### src/rtl/interrupt_controller.sv
// rtl/interrupt_controller.sv - edge-latched IRQ/NMI prioritiser and request handshake to the control unit
module interrupt_controller #(
   parameter int                  NUM_SRC    = 4,
   parameter logic [31:0]         VEC_BASE   = 32'h0000_0100,
   parameter logic [31:0]         VEC_STRIDE = 32'd8,
   parameter logic [31:0]         NMI_VEC    = 32'h0000_0080,
   parameter logic [NUM_SRC-1:0]  MASK_RST   = '0
) (
   input  logic               i_clk,
   input  logic               i_rst_n,
   input  logic [NUM_SRC-1:0] i_irq_in,
   input  logic               i_nmi_in,
   input  logic               i_mask_wr,
   input  logic [NUM_SRC-1:0] i_mask_data,
   output logic               o_int_req,
   input  logic               i_int_ack,
   output logic               o_nmi_req,
   input  logic               i_nmi_ack,
   input  logic               i_eoi,
   output logic [31:0]        o_vector,
   output logic [2:0]         o_active_id,
   output logic               o_in_service,
   output logic [NUM_SRC-1:0] o_pending
);

   typedef enum logic [2:0] {
      S_IDLE,
      S_REQ_INT,
      S_INT_SVC,
      S_REQ_NMI,
      S_NMI_SVC
   } state_t;

   state_t               r_state, w_state_nx;
   logic [NUM_SRC-1:0]   r_pending, r_mask, r_irq_prev;
   logic                 r_nmi_pend, r_nmi_prev;
   logic [2:0]           r_active_id, r_saved_id;
   logic                 r_nested;
   logic [31:0]          r_vector;
   logic                 r_int_req, r_nmi_req, r_in_service;

   logic [NUM_SRC-1:0]   w_irq_edge, w_masked, w_pend_clr;
   logic                 w_nmi_edge, w_nmi_clr;
   logic [2:0]           w_win_id, w_id_nx, w_saved_nx;
   logic                 w_nested_nx;
   logic [31:0]          w_vector_nx;

   function automatic logic [31:0] f_vec(input logic [2:0] id);
      return VEC_BASE + {29'd0, id} * VEC_STRIDE;
   endfunction

   assign w_irq_edge = i_irq_in & ~r_irq_prev;
   assign w_nmi_edge = i_nmi_in & ~r_nmi_prev;
   assign w_masked   = r_pending & r_mask;

   always_comb begin
      w_win_id = '0;
      for (int i = NUM_SRC - 1; i >= 0; i--) begin
         if (w_masked[i]) w_win_id = 3'(i);
      end
   end

   always_comb begin
      w_state_nx  = r_state;
      w_id_nx     = r_active_id;
      w_saved_nx  = r_saved_id;
      w_nested_nx = r_nested;
      w_vector_nx = r_vector;
      w_pend_clr  = '0;
      w_nmi_clr   = 1'b0;
      case (r_state)
         S_IDLE: begin
            if (r_nmi_pend) begin
               w_state_nx  = S_REQ_NMI;
               w_id_nx     = '0;
               w_vector_nx = NMI_VEC;
            end else if (|w_masked) begin
               w_state_nx  = S_REQ_INT;
               w_id_nx     = w_win_id;
               w_vector_nx = f_vec(w_win_id);
            end
         end
         S_REQ_INT: begin
            if (i_int_ack) begin
               w_pend_clr = NUM_SRC'(1) << r_active_id;
               w_state_nx = S_INT_SVC;
            end else if (r_nmi_pend) begin
               // withdrawn request stays pending and is re-arbitrated after the NMI
               w_state_nx  = S_REQ_NMI;
               w_id_nx     = '0;
               w_vector_nx = NMI_VEC;
            end
         end
         S_INT_SVC: begin
            if (i_eoi) begin
               w_state_nx = S_IDLE;
            end else if (r_nmi_pend) begin
               w_state_nx  = S_REQ_NMI;
               w_nested_nx = 1'b1;
               w_saved_nx  = r_active_id;
               w_id_nx     = '0;
               w_vector_nx = NMI_VEC;
            end
         end
         S_REQ_NMI: begin
            if (i_nmi_ack) begin
               w_nmi_clr  = 1'b1;
               w_state_nx = S_NMI_SVC;
            end
         end
         S_NMI_SVC: begin
            if (i_eoi) begin
               if (r_nested) begin
                  w_state_nx  = S_INT_SVC;
                  w_nested_nx = 1'b0;
                  w_id_nx     = r_saved_id;
                  w_vector_nx = f_vec(r_saved_id);
               end else begin
                  w_state_nx = S_IDLE;
               end
            end
         end
         default: w_state_nx = S_IDLE;
      endcase
   end

   always_ff @(posedge i_clk or negedge i_rst_n) begin
      if (!i_rst_n) begin
         r_state      <= S_IDLE;
         r_pending    <= '0;
         r_mask       <= MASK_RST;
         r_irq_prev   <= '0;
         r_nmi_pend   <= 1'b0;
         r_nmi_prev   <= 1'b0;
         r_active_id  <= '0;
         r_saved_id   <= '0;
         r_nested     <= 1'b0;
         r_vector     <= '0;
         r_int_req    <= 1'b0;
         r_nmi_req    <= 1'b0;
         r_in_service <= 1'b0;
      end else begin
         r_state      <= w_state_nx;
         r_irq_prev   <= i_irq_in;
         r_nmi_prev   <= i_nmi_in;
         // a new edge wins over a clear of the same bit
         r_pending    <= (r_pending & ~w_pend_clr) | w_irq_edge;
         r_nmi_pend   <= (r_nmi_pend & ~w_nmi_clr) | w_nmi_edge;
         if (i_mask_wr) r_mask <= i_mask_data;
         r_active_id  <= w_id_nx;
         r_saved_id   <= w_saved_nx;
         r_nested     <= w_nested_nx;
         r_vector     <= w_vector_nx;
         r_int_req    <= (w_state_nx == S_REQ_INT);
         r_nmi_req    <= (w_state_nx == S_REQ_NMI);
         r_in_service <= (w_state_nx == S_INT_SVC) || (w_state_nx == S_NMI_SVC);
      end
   end

   assign o_int_req    = r_int_req;
   assign o_nmi_req    = r_nmi_req;
   assign o_in_service = r_in_service;
   assign o_vector     = r_vector;
   assign o_active_id  = r_active_id;
   assign o_pending    = r_pending;

endmodule

### config.mk
export PLATFORM = sky130hd
export DESIGN_NAME = interrupt_controller
export DESIGN_NICKNAME = d
export VERILOG_FILES = /design/src/rtl/interrupt_controller.sv
export SDC_FILE = /design/constraint.sdc
export NUM_CORES = 1
export LEC_CHECK = 0
export ABC_AREA = 1
export BUFFER_PORTS_ARGS = -buffer_cell sky130_fd_sc_hd__buf_4
export CAP_MARGIN = 5
export CORE_UTILIZATION = 45
export CTS_CLUSTER_DIAMETER = 150
export DETAILED_ROUTE_END_ITERATION = 10
export PLACE_DENSITY = 0.84
export SLEW_MARGIN = 20
export SYNTH_ARGS = -nofsm -noshare
export SYNTH_HDL_FRONTEND = slang
export SYNTH_SLANG_ARGS = --single-unit
### constraint.sdc
create_clock -name i_clk -period 3.2 [get_ports i_clk]
set_clock_uncertainty 0.05 [all_clocks]
set_input_delay 0.96 -clock i_clk [delete_from_list [all_inputs] [get_ports i_clk]]
set_output_delay 0.96 -clock i_clk [all_outputs]
set_load 0.01 [all_outputs]
# == Word level (Yosys, flattened, before mapping) ==
# Cells that the tools add are included.
# op_classes
n_addsub,2
mul,0
div,0
order_cmp,0
n_eq_ne,14
n_shift,1
muxes,37
n_bitwise,12
n_reduce_logical,8
# ops
operator,count
2-to-1 mux 32 bit,7
case mux 32 bit (4 select lines),1
2-to-1 mux 3 bit,16
"adder 9 x 6 -> 10 bit, first input constant",2
case mux 3 bit (5 select lines),1
bitwise AND 4 bit,3
"equality test 3 x 2 -> 1 bit, second input constant",4
case mux 3 bit (4 select lines),1
"inequality test 2 bit, second input constant",5
2-to-1 mux 4 bit,2
inverter 4 bit,2
"equality test 3 x 1 -> 1 bit, second input constant",2
"equality test 3 bit, second input constant",2
2-to-1 mux 2 bit,3
AND reduction 6 bit,1
2-to-1 mux 1 bit,5
bitwise OR 4 bit,1
AND reduction 4 bit,1
nonzero test 4 bit,1
OR reduction 4 bit,1
"<< shifter 1 x 3 -> 4 bit, first input constant",1
logical NOT 3 bit,1
"inequality test 3 bit, second input constant",1
inverter 1 bit,3
other kinds (6),7
# word_totals
ff_bits,59
latch_bits,0
mem_bits_rw,0
romBits,0
input_bits,15
output_inout_bits,42
word_cells,87
mem_count,0

# == Logic depth before layout (Yosys ltp) ==
# logic_depth
word_depth,9
depth_mapped,9

# == Least setup slack after synthesis ==
# No wires, ideal clock.
# synth_timing
path_kind,input to register
start,in i_eoi
end,reg r_saved_id[1]
setup_time_ns,0.125
arrival_time_ns,1.540
path_slack_ns,1.485
cell_stages,3
n_path_buf,0
cell_sequence,inv_1 > nand4_2 > mux2_2
# synth_via
elab_chain_len,2
# synth_lines
element,line_no,text
"start, declared",19,"input logic i_eoi,"
inverter 1 bit (no source line),n/a,
AND reduction 3 bit (no source line),n/a,
"end signal, assigned",151,r_saved_id <= w_saved_nx;
"end, declared",37,"logic [2:0] r_active_id, r_saved_id;"
# No other way between the ends.
# A chain may end at the register's enable or synchronous reset.

==> impl_metrics.env <==
export IMPL_syn_area_per_cell_sq_um=8.74
export IMPL_r2r_start="r_state[0]$_DFF_PN0_"
export IMPL_synth_xor_area_share_pct=0
export IMPL_synth_warnings=0
export IMPL_initial_core_util_pct=47.3
export IMPL_clk_latency_ns=0.33
export IMPL_synthTopCellsByArea="dfrtp_1, buf_4, nand2_1"
export IMPL_via_count=1181
export IMPL_crit_slowest_cell="dfrtp_1"
export IMPL_critPathArrivalTime_ns=0.95
export IMPL_io_pins=57
export IMPL_slew_viol_final=0
export IMPL_cap_violations=0
export IMPL_crit_buf_inv=1
export IMPL_core_sq_mm=0.00336
export IMPL_drtIter0Drc=45
export IMPL_cp_max_fo=6
export IMPL_cts_resized_gates=0
export IMPL_overflow=0
export IMPL_antenna_left=0
export IMPL_ys_ff_latch=29
export IMPL_gr_usage_all_layers_pct=17.0
export IMPL_min_delay_worst_endpoint="o_pending[0]$_DFF_PN0_"
export IMPL_syn_area_sq_mm=0.00159
export IMPL_wl_per_cell_microns=10.4
export IMPL_clockBufferDepth=2
export IMPL_grt_pass1_wl_microns=4540
export IMPL_whs_ns=0.361
export IMPL_port_buffers=29
export IMPL_synth_top_area_share_pct=45.6
export IMPL_drc=0
export IMPL_yosys_area_share_adder_pct=0
export IMPL_drtPass1Iterations=4
export IMPL_final_cell_area_sq_mm=0.00179
export IMPL_crit_family="flip-flops"
export IMPL_fin_setup_tns_ns=0
export IMPL_nets=229
export IMPL_die_y_microns=61.4
export IMPL_place_gp_congestion=0.915
export IMPL_synthSimpleGateAreaFrac_pct=24.2
export IMPL_die_area_sq_mm=0.00378
export IMPL_leakage_uw=0.000986
export IMPL_reg2reg_depth=8
export IMPL_yosys_area_top_type="dfrtp_1"
export IMPL_first_global_vias=1049
export IMPL_drt_wl_total_microns=2720
export IMPL_drive_above_1_share_pct=27.9
export IMPL_final_core_util_pct=53.3
export IMPL_setup_violations=0
export IMPL_synthMuxAreaShare_pct=3.54
export IMPL_peakVddDrop_mv=0.541
export IMPL_h_tree_depth=2
export IMPL_grt_max_degree=30
export IMPL_hp_start="r_irq_prev[0]$_DFF_PN0_"
export IMPL_rows=21
export IMPL_hold_viol=0
export IMPL_tritoncts="yes"
export IMPL_cts_buffers=5
export IMPL_hpwlAfterDp_microns=2060
export IMPL_total_power_uw=1400
export IMPL_max_stage_delay_ns=0.45
export IMPL_antenna_found_initial=0
export IMPL_rsz0062_at_grt="false"
export IMPL_viasPerCell=4.52
export IMPL_synth_compound_gate_area_share_pct=7.08
export IMPL_timing_rr_end="o_vector[8]$_DFFE_PN0P_"
export IMPL_cts_root_buf="clkbuf_4"
export IMPL_fill_cells=321
export IMPL_holdBufCountCts=0
export IMPL_outcome="complete, no violations"
export IMPL_regToRegSetupSlack_ns=1.72
export IMPL_antennaDiodeCount=0
export IMPL_area_delta_synth_final_pct=12.7
export IMPL_cts_setup_buffers=0
export IMPL_synth_top_family_by_area="simple AND/OR/NAND/NOR gates"
export IMPL_cp_cell_sequence="buf_4"
export IMPL_cts_sinks=29
export IMPL_crit_required_ns=2.19
export IMPL_crit_type="register to output port"
export IMPL_cp_start_kind="register"
export IMPL_whs_path_depth=1
export IMPL_max_clock_freq_mhz=510
export IMPL_power_density_mw_per_mm2=778
export IMPL_die_x_microns=61.4
export IMPL_hp_class="register to register"
export IMPL_clk_pin_slew_worst_paths_ns=0.10
export IMPL_crit_path_end_kind="output port"
export IMPL_ys_seq_area_share_pct=45.6
export IMPL_period_share_pct=61.2
export IMPL_synth_distinct_cells=21
export IMPL_placed_cell_area_sq_mm=0.00174
export IMPL_min_period_ns=1.96
export IMPL_netlist_instances=182
[cell families after synthesis]
kind of cell | Yosys count
AND/OR/NAND/NOR | 75
buffers and inverters | 51
flip-flops | 29
AO/OA/AOI/OAI | 21
multiplexers | 5
other | 1
[placed cells by master (no fill, tap or decap)]
master	instances
conb_1	27
inv_2	2
a21oi_2	2
a21oi_1	4
nand2_2	3
nand3b_1	3
nand4_2	1
mux2_2	5
dfrtp_1	29
nand3_2	1
inv_1	18
buf_4	29
nand4_1	3
o21ai_0	15
nor2_2	3
clkinv_2	2
nor2_1	6
nand2_1	43
clkinvlp_4	1
clkbuf_4	5
inv_4	1
nand2_4	4
nor2_8	1
nand3_1	7
[flip-flops by register name, summed over array words and instances (netlist names)]
| register | cells |
|---|---|
| r_mask | 4 |
| r_nested | 1 |
| r_saved_id | 3 |
| r_state | 3 |
| r_nmi_prev | 1 |
| o_int_req | 1 |
| o_active_id | 2 |
| r_irq_prev | 4 |
| o_in_service | 1 |
| o_vector | 3 |
| r_nmi_pend | 1 |
| o_nmi_req | 1 |
| o_pending | 4 |
[cells in the mapped netlist]
| cell type | number |
|---|---|
| a21oi_2 | 2 |
| inv_4 | 1 |
| nand2_2 | 3 |
| nor2_8 | 1 |
| nor2_2 | 3 |
| nand3b_1 | 3 |
| inv_2 | 2 |
| buf_4 | 30 |
| nand3_2 | 1 |
| a21oi_1 | 4 |
| nor2_1 | 6 |
| nand4_2 | 1 |
| inv_1 | 18 |
| mux2_2 | 5 |
| nand4_1 | 3 |
| dfrtp_1 | 29 |
| nand2_4 | 4 |
| conb_1 | 1 |
| o21ai_0 | 15 |
| nand3_1 | 7 |
| nand2_1 | 43 |
[worst max path at each step]
stage               cells after the start                        from  slack [ns]                   endpoint
CTS                                     1  o_active_id[1]$_DFFE_PN0P_        1.23                o_vector[4]
detailed placement                      4                       i_eoi        1.28  r_saved_id[1]$_DFFE_PN0P_
global placement                        4                       i_eoi        1.30  r_saved_id[1]$_DFFE_PN0P_
global route                            1  o_active_id[1]$_DFFE_PN0P_        1.19                o_vector[4]
finish                                  1  o_active_id[0]$_DFFE_PN0P_        1.24                o_vector[3]
floorplan                               3                       i_eoi        1.49  r_saved_id[1]$_DFFE_PN0P_
[layer usage]
layer	track usage, %	part of all wire (%)	up-vias
met4	9.84	2.8	0
met5	0	0	-
met3	3.99	5.9	7
li1	-	-	585
met2	25.8	47	42
met1	22.5	44	547
[through the flow]
step           setup slack (ns)  std cells
3_5_place_dp               1.28        253
6_report                   1.24        261
5_1_grt                    1.19        261
2_1_floorplan              1.49        208
4_1_cts                    1.23        261
3_3_place_gp               1.30        253
[layout make-up]
class	count	area [sq um]	share of cell area [%]
Inverter	21	81.3	4.54
Clock buffer	5	37.5	2.09
Sequential cell	29	726	40.5
Tap cell	46	57.6	3.21
Multi-Input combinational cell	128	656	36.6
Timing Repair Buffer	29	218	12.1
Clock inverter	3	17.5	0.977
[worst register-to-register path: cells and delay by family (launching register included)]
| family | cells | cell delay, ns |
|---|---|---|
| AOI/OAI and AO/OA | 1 | 0.04 |
| DFF | 1 | 0.50 |
| and+or+nand+nor | 6 | 0.66 |
| buffers and inverters | 1 | 0.10 |
[power by group]
| group | internal (uW) | switching [uW] |
|---|---|---|
| combinational | 244 | 376 |
| sequential | 460 | 101 |
| clock | 82.6 | 131 |
(Power assumes the default switching activity.)
